### config.mk
export PLATFORM = sky130hd
export DESIGN_NAME = apb_modport_slave_flat
export DESIGN_NICKNAME = d
export VERILOG_FILES = /design/src/rtl/apb_modport_pkg.sv /design/src/rtl/apb_modport_if.sv /design/src/rtl/apb_modport_regbank.sv /design/src/rtl/apb_modport_slave.sv /design/src/flat_wrapper.sv
export SDC_FILE = /design/constraint.sdc
export NUM_CORES = 1
export LEC_CHECK = 0
export CAP_MARGIN = 30
export CORE_MARGIN = 3
export CORE_UTILIZATION = 55
export CTS_CLUSTER_DIAMETER = 100
export DETAILED_ROUTE_END_ITERATION = 10
export GPL_ROUTABILITY_DRIVEN = 0
export PLACE_DENSITY = 0.74
export SLEW_MARGIN = 10
export SYNTH_ARGS = -nofsm -noshare
export SYNTH_HDL_FRONTEND = slang
export SYNTH_SLANG_ARGS = --single-unit
### constraint.sdc
create_clock -name PCLK -period 5 [get_ports PCLK]
set_input_delay 1 -clock PCLK [delete_from_list [all_inputs] [get_ports PCLK]]
set_output_delay 1 -clock PCLK [all_outputs]
set_load 0.05 [all_outputs]
### src/rtl/apb_modport_pkg.sv
// apb_modport_pkg: shared types and helpers for the APB completer slice.
//   apb_state_e  : completer FSM state (IDLE, ACCESS)
//   decode_err   : address/protection error decode for one transfer
//   apply_strb   : byte-lane merge of write data into an old register value
// Helpers operate on the widest supported bus (64 data bits, 8 strobes);
// callers zero-extend narrower values and truncate the result.
package apb_modport_pkg;

  typedef enum logic {
    IDLE   = 1'b0,
    ACCESS = 1'b1
  } apb_state_e;

  localparam int MAX_DATA_W = 64;
  localparam int MAX_STRB_W = MAX_DATA_W / 8;

  // off   : number of byte-offset address bits (log2 of bytes per word)
  // idx_w : number of register-index address bits (log2 of register count)
  function automatic logic decode_err(input logic [63:0] addr,
                                      input logic [2:0]  prot,
                                      input logic        apb4_mode,
                                      input int unsigned off,
                                      input int unsigned idx_w);
    logic [63:0] lo_mask;
    logic        err;
    lo_mask = (64'd1 << off) - 64'd1;
    err = ((addr & lo_mask) != 64'd0);               // misaligned
    if ((addr >> (off + idx_w)) != 64'd0) err = 1'b1; // beyond the bank
    // Non-secure access to the upper (secure) half: top index bit set.
    if (apb4_mode && prot[1] && addr[off + idx_w - 1]) err = 1'b1;
    return err;
  endfunction

  function automatic logic [MAX_DATA_W-1:0] apply_strb(
      input logic [MAX_DATA_W-1:0] old,
      input logic [MAX_DATA_W-1:0] wdata,
      input logic [MAX_STRB_W-1:0] strb);
    logic [MAX_DATA_W-1:0] r;
    r = old;
    for (int i = 0; i < MAX_STRB_W; i++) begin
      if (strb[i]) r[i*8 +: 8] = wdata[i*8 +: 8];
    end
    return r;
  endfunction

endpackage

### src/rtl/apb_modport_if.sv
// apb_modport_if: APB3/APB4 bus signal group.
//   slave modport : samples PADDR/PSEL/PENABLE/PWRITE/PWDATA/PSTRB/PPROT,
//                   drives PRDATA/PREADY/PSLVERR
//   master modport: the mirror image
// Handshake: a transfer is a setup cycle (PSEL=1, PENABLE=0) followed by
// access cycles (PSEL=1, PENABLE=1); it completes in the access cycle in
// which PREADY=1, and PSLVERR/PRDATA are only meaningful in that cycle.
interface apb_modport_if #(
  parameter int ADDR_W = 32,
  parameter int DATA_W = 32,
  parameter int NSEL   = 1
);
  localparam int STRB_W = DATA_W / 8;

  logic [ADDR_W-1:0] PADDR;
  logic [NSEL-1:0]   PSEL;
  logic              PENABLE;
  logic              PWRITE;
  logic [DATA_W-1:0] PWDATA;
  logic [STRB_W-1:0] PSTRB;
  logic [2:0]        PPROT;
  logic [DATA_W-1:0] PRDATA;
  logic              PREADY;
  logic              PSLVERR;

  modport slave (
    input  PADDR, PSEL, PENABLE, PWRITE, PWDATA, PSTRB, PPROT,
    output PRDATA, PREADY, PSLVERR
  );

  modport master (
    output PADDR, PSEL, PENABLE, PWRITE, PWDATA, PSTRB, PPROT,
    input  PRDATA, PREADY, PSLVERR
  );
endinterface

### src/rtl/apb_modport_regbank.sv
// apb_modport_regbank: NREGS x DATA_W register storage.
//   clk, rst          : clock, synchronous active-high clear
//   we/widx/wdata/wstrb : byte-enabled write port, commits on clk edge
//   ridx/rdata        : combinational read port
module apb_modport_regbank
  import apb_modport_pkg::*;
#(
  parameter int DATA_W = 32,
  parameter int NREGS  = 16,
  localparam int STRB_W = DATA_W / 8,
  localparam int IDX_W  = $clog2(NREGS)
) (
  input  logic              clk,
  input  logic              rst,
  input  logic              we,
  input  logic [IDX_W-1:0]  widx,
  input  logic [DATA_W-1:0] wdata,
  input  logic [STRB_W-1:0] wstrb,
  input  logic [IDX_W-1:0]  ridx,
  output logic [DATA_W-1:0] rdata
);
  logic [DATA_W-1:0] mem [NREGS];

  always_ff @(posedge clk) begin
    if (rst) begin
      for (int i = 0; i < NREGS; i++) mem[i] <= '0;
    end else if (we) begin
      mem[widx] <= DATA_W'(apply_strb(MAX_DATA_W'(mem[widx]),
                                      MAX_DATA_W'(wdata),
                                      MAX_STRB_W'(wstrb)));
    end
  end

  assign rdata = mem[ridx];
endmodule

### src/rtl/apb_modport_slave.sv
// apb_modport_slave: APB3/APB4 completer with a small register bank and a
// fixed number of wait states per access.
//   PCLK, PRESET : clock, synchronous active-high reset
//   apb4_mode    : 1 = honour PSTRB/PPROT, 0 = APB3 (full-word writes)
//   apb          : APB signal group, slave side
//   dbg_state    : current FSM state
module apb_modport_slave
  import apb_modport_pkg::*;
#(
  parameter int ADDR_W      = 32,
  parameter int DATA_W      = 32,
  parameter int NSEL        = 1,
  parameter int SEL_IDX     = 0,
  parameter int NREGS       = 16,
  parameter int WAIT_STATES = 0
) (
  input  logic        PCLK,
  input  logic        PRESET,
  input  logic        apb4_mode,
  apb_modport_if.slave apb,
  output apb_state_e  dbg_state
);
  localparam int STRB_W = DATA_W / 8;
  localparam int OFF    = $clog2(STRB_W);
  localparam int IDX_W  = $clog2(NREGS);

  apb_state_e        state_q, state_d;
  logic [3:0]        cnt_q, cnt_d;
  // Setup-time snapshot; the error flag already folds in PPROT and mode,
  // so the raw protection bits need not be kept.
  logic [IDX_W-1:0]  idx_q;
  logic              err_q;
  logic              write_q;
  logic [DATA_W-1:0] wdata_q;
  logic [STRB_W-1:0] strb_q;

  logic              sel, setup, latch, we;
  logic              pready_c, pslverr_c;
  logic [DATA_W-1:0] prdata_c, rdata;

  assign sel   = apb.PSEL[SEL_IDX];
  assign setup = sel & ~apb.PENABLE;

  always_ff @(posedge PCLK) begin
    if (PRESET) begin
      state_q <= IDLE;
      cnt_q   <= '0;
      idx_q   <= '0;
      err_q   <= 1'b0;
      write_q <= 1'b0;
      wdata_q <= '0;
      strb_q  <= '0;
    end else begin
      state_q <= state_d;
      cnt_q   <= cnt_d;
      if (latch) begin
        idx_q   <= apb.PADDR[OFF +: IDX_W];
        err_q   <= decode_err(64'(apb.PADDR), apb.PPROT, apb4_mode, OFF, IDX_W);
        write_q <= apb.PWRITE;
        wdata_q <= apb.PWDATA;
        strb_q  <= apb4_mode ? apb.PSTRB : '1;
      end
    end
  end

  always_comb begin
    state_d   = state_q;
    cnt_d     = cnt_q;
    latch     = 1'b0;
    we        = 1'b0;
    pready_c  = 1'b0;
    pslverr_c = 1'b0;
    prdata_c  = '0;
    case (state_q)
      IDLE: begin
        if (sel && apb.PENABLE) begin
          // Access phase with no setup: refuse at once, touch nothing.
          pready_c  = 1'b1;
          pslverr_c = 1'b1;
        end else if (setup) begin
          latch   = 1'b1;
          cnt_d   = 4'(WAIT_STATES);
          state_d = ACCESS;
        end
      end
      ACCESS: begin
        if (!sel) begin
          state_d = IDLE;                // deselect aborts, no write
        end else if (!apb.PENABLE) begin
          latch   = 1'b1;                // master restarted with a new setup
          cnt_d   = 4'(WAIT_STATES);
        end else if (cnt_q == 4'd0) begin
          pready_c  = 1'b1;
          pslverr_c = err_q;
          if (!write_q && !err_q) prdata_c = rdata;
          we        = write_q & ~err_q;
          // Back to IDLE: a setup in the next cycle is taken from there,
          // so back-to-back transfers need no idle cycle.
          state_d   = IDLE;
        end else begin
          cnt_d = cnt_q - 4'd1;
        end
      end
      default: state_d = IDLE;
    endcase
  end

  apb_modport_regbank #(
    .DATA_W (DATA_W),
    .NREGS  (NREGS)
  ) u_regbank (
    .clk   (PCLK),
    .rst   (PRESET),
    .we    (we),
    .widx  (idx_q),
    .wdata (wdata_q),
    .wstrb (strb_q),
    .ridx  (idx_q),
    .rdata (rdata)
  );

  // Outputs are held low for the whole time reset is asserted.
  assign apb.PREADY  = ~PRESET & pready_c;
  assign apb.PSLVERR = ~PRESET & pslverr_c;
  assign apb.PRDATA  = PRESET ? '0 : prdata_c;
  assign dbg_state   = state_q;
endmodule

### src/flat_wrapper.sv
// flat-port wrapper written by rule: the top's interface ports become plain ports
module apb_modport_slave_flat import apb_modport_pkg::*;
#(
  parameter int ADDR_W      = 32,
  parameter int DATA_W      = 32,
  parameter int NSEL        = 1,
  parameter int SEL_IDX     = 0,
  parameter int NREGS       = 16,
  parameter int WAIT_STATES = 0
)
  (PCLK, PRESET, apb4_mode, dbg_state, apb_PADDR, apb_PSEL, apb_PENABLE, apb_PWRITE, apb_PWDATA, apb_PSTRB, apb_PPROT, apb_PRDATA, apb_PREADY, apb_PSLVERR);
  apb_modport_if #(.ADDR_W(ADDR_W), .DATA_W(DATA_W), .NSEL(NSEL)) apb_i ();
  input  logic PCLK;
  input  logic PRESET;
  input  logic apb4_mode;
  output apb_state_e dbg_state;
  input wire logic [$bits(apb_i.PADDR)-1:0] apb_PADDR;
  input wire logic [$bits(apb_i.PSEL)-1:0] apb_PSEL;
  input wire logic [$bits(apb_i.PENABLE)-1:0] apb_PENABLE;
  input wire logic [$bits(apb_i.PWRITE)-1:0] apb_PWRITE;
  input wire logic [$bits(apb_i.PWDATA)-1:0] apb_PWDATA;
  input wire logic [$bits(apb_i.PSTRB)-1:0] apb_PSTRB;
  input wire logic [$bits(apb_i.PPROT)-1:0] apb_PPROT;
  output wire logic [$bits(apb_i.PRDATA)-1:0] apb_PRDATA;
  output wire logic [$bits(apb_i.PREADY)-1:0] apb_PREADY;
  output wire logic [$bits(apb_i.PSLVERR)-1:0] apb_PSLVERR;
  assign apb_i.PADDR = apb_PADDR;
  assign apb_i.PSEL = apb_PSEL;
  assign apb_i.PENABLE = apb_PENABLE;
  assign apb_i.PWRITE = apb_PWRITE;
  assign apb_i.PWDATA = apb_PWDATA;
  assign apb_i.PSTRB = apb_PSTRB;
  assign apb_i.PPROT = apb_PPROT;
  assign apb_PRDATA = apb_i.PRDATA;
  assign apb_PREADY = apb_i.PREADY;
  assign apb_PSLVERR = apb_i.PSLVERR;
  apb_modport_slave #(.ADDR_W(ADDR_W), .DATA_W(DATA_W), .NSEL(NSEL), .SEL_IDX(SEL_IDX), .NREGS(NREGS), .WAIT_STATES(WAIT_STATES)) u_core (.PCLK(PCLK), .PRESET(PRESET), .apb4_mode(apb4_mode), .apb(apb_i), .dbg_state(dbg_state));
endmodule
==> run metrics <==
wire per inst between 20 and 30 um; final instance area 0.0321 sq mm; area leader, netlist edfxtp_1; worst setup path category reg2out; ys async rst share 0%; post-synth top area share 53.8%; top fanout value on the critical path 39; Yosys cell types 40; fin crit share 87.5%; Leak 9.85 nW; Seq/Total Area, Yosys 57.4%; final hold vios 0; Setup TNS 0 ns; Detail Route Antenna Nets 0; Cell Chain, Critical Path buf_12 > buf_4 > mux2i_1 > a221oi_2 > nand2_1 > a21oi_1 > buf_12; placed cell areas about 0.03 sq mm; hold crit path type reg2reg; Worst path top cell family by delay buffers and inverters; Post-CTS Setup Bufs 0; WHS Endpoint u_core.wdata_q[18]; Synth area leaders edfxtp_1, a21oi_2, mux2i_1; CTS buffer count 58; Die ar. approximately 0.055 sq mm; fraction of layout cells with a size suffix above 1 32.3%; Slew HR 22.9%; Final Max Tran Viols 0; Fmax achieved 229 MHz; synth cell count leaders edfxtp_1, a21oi_2, a21oi_1; initial DRC count between 2000 and 2500; Reg clk slew, reported paths 0.06 ns; cells on worst reg2reg path 5; I/O pin count 112; gr usage total ~30%; CP Data Arrival Time 3.37 ns; CTS Hold Bufs 0; worst hold margin 0.473 ns; crit end category output pin; most frequent cell after synthesis edfxtp_1; Worst setup SP type register; crit-path most repeated cell buf_12; clock sinks 563; Starting Density 56.3%; ys flop type edfxtp_1; clock buffer depth 3; vias 19127; syn nets 2155; R2R Setup Slk 1.41 ns; unrepaired setup endpoints after global routing false; CTS tree done; Ant. Diodes 0; syn_area_per_cell 13.7 sq um; Max Clock Skew around 0.030 ns; max incr delay on CP 0.85 ns; pwr/cell area 342 mW/mm^2; Design Power 11.0 mW; status finished clean; wire length of the first global-routing pass 118000 um; post-CTS sizing 0; chip width 234 um; largest net degree at the start of global routing 63; R2R Path End u_core.u_regbank.mem[2][15]; WL final 80400 um; Remaining DRCs 0; Yosys reg bits 563; minimum clock period 4.37 ns; worst-margin pin slew 1.16 ns; Hold Path Stages 2; Slowest-stage cell, CP dfxtp_4; CTS Root Cell clkbuf_16; antenna violations before repair 0; DR vias/cell approximately 6.8; CP Buf/Inv Count 3; # nets final 2190; Core Area between 0.05 and 0.06 sq mm; Mapped Cells roughly 2100; total grt overflow 0; Row Count between 80 and 90; Max Cap Viol 0; Fillers approximately 3800; H-tree depth 2; warnings from Yosys 0; detailed placement HPWL between 40000 and 50000 um; P&R area growth vs syn 12.4%; Worst-Skew Late Latency 0.64 ns; VDD IR-drop max 0.264 mV; endpoints failing setup 0; mapped cell area 0.0286 sq mm; port buffer count 109; EDFF count, synth 512; WP data required 4.00 ns; Die Y between 200 and 250 um; vias in the first global route 19310; drt pass-1 iters 5; hold_sp u_core.wdata_q[18]
==> metrics by stage <==
| stage | util (%) | cells | setup WS [ns] |
|---|---|---|---|
| global route | 63.3 | 2832 | 0.505 |
| detailed placement | 59.4 | 2723 | 0.911 |
| floorplan | - | 2077 | 1.41 |
| CTS | 63.3 | 2831 | 0.630 |
| global placement | 59.4 | 2723 | 0.953 |
| finish | 63.3 | 2832 | 0.627 |
==> cell type report <==
class / count / area [sq um] / area share, %
clock inverters: 34 / 393 / 1.22
repair buffers: 181 / 2130 / 6.64
flip-flops and latches: 563 / 16400 / 51.1
multi-input cells: 1300 / 10700 / 33.4
clock buffers: 74 / 1590 / 4.96
well taps: 672 / 841 / 2.62
inverters: 8 / 30.0 / 0.0936
==> metal layers <==
metal  vias to the layer above  GRT usage (%)  share of wire [%]
li1                       8136              -                  -
met1                      9664           37.9                 37
met2                      1114           47.9                 48
met3                       213           6.06                 11
met4                         0           12.7                4.0
met5                         -              0                  0
==> power by group <==
group	switching, mW	internal [mW]
Sequential	0.0817	5.28
Combinational	0.767	0.339
Clock	1.86	2.66
==> worst max-delay path by stage <==
stage	from	endpoint	slack, ns	depth (start not counted)
final	register	apb_PRDATA[23]	0.63	7
after global routing	register	apb_PRDATA[23]	0.51	7
after CTS	register	apb_PRDATA[23]	0.63	7
after detailed placement	apb_PSEL	apb_PSLVERR	0.91	5
after global placement	apb_PENABLE	apb_PSLVERR	0.95	5
after floorplan	PRESET	apb_PRDATA[10]	1.41	6
==> state kept, by name, summed over array words and instances, names as in the netlist, named ones only <==
register / count
u_core.u_regbank.mem: 512
u_core.dbg_state: 1
u_core.strb_q: 4
u_core.err_q: 1
u_core.wdata_q: 32
u_core.idx_q: 4
u_core.cnt_q: 4
u_core.write_q: 1
==> worst reg2reg max path, delay by kind of cell, from the launching register on <==
family | cells | cell delay (ns)
flops | 1 | 0.81
compound gates | 3 | 1.18
buf+inv | 1 | 0.44
simple gates | 1 | 0.85
==> cell usage in the layout, fill, tap and decap left out, types with 3 or more instances in the layout <==
cell type	n
a22oi_2	32
nand2b_2	17
bufinv_16	8
nor2_1	9
nor3_1	8
mux4_2	30
clkbuf_16	59
buf_12	46
edfxtp_1	512
nand4b_4	28
nand4b_2	4
nand2b_1	35
nand3_1	34
clkinv_1	9
nand2_1	141
clkbuf_1	9
nor3b_1	5
o21ai_0	3
mux2i_1	192
clkbuf_8	6
a221oi_2	51
nor4_1	13
nand2_2	15
buf_4	57
a21oi_1	301
a221oi_1	13
dfxtp_1	47
or4_1	3
dfxtp_2	3
a22oi_1	32
inv_1	7
clkinv_2	12
clkdlybuf4s50_1	76
a21oi_2	316
==> kinds of logic (layout without fill, tap and decap cells) <==
group	after synthesis	in the layout	synth area share, %
flip-flops	563	563	57.4
AO/OA/AOI/OAI	752	752	20.4
adder cells (fa/ha/maj)	1	1	0.0438
AND/OR/NAND/NOR	323	323	7.34
buffers and inverters	214	297	5.47
multiplexers	224	224	9.28
Power figures use the tool's default switching activity.
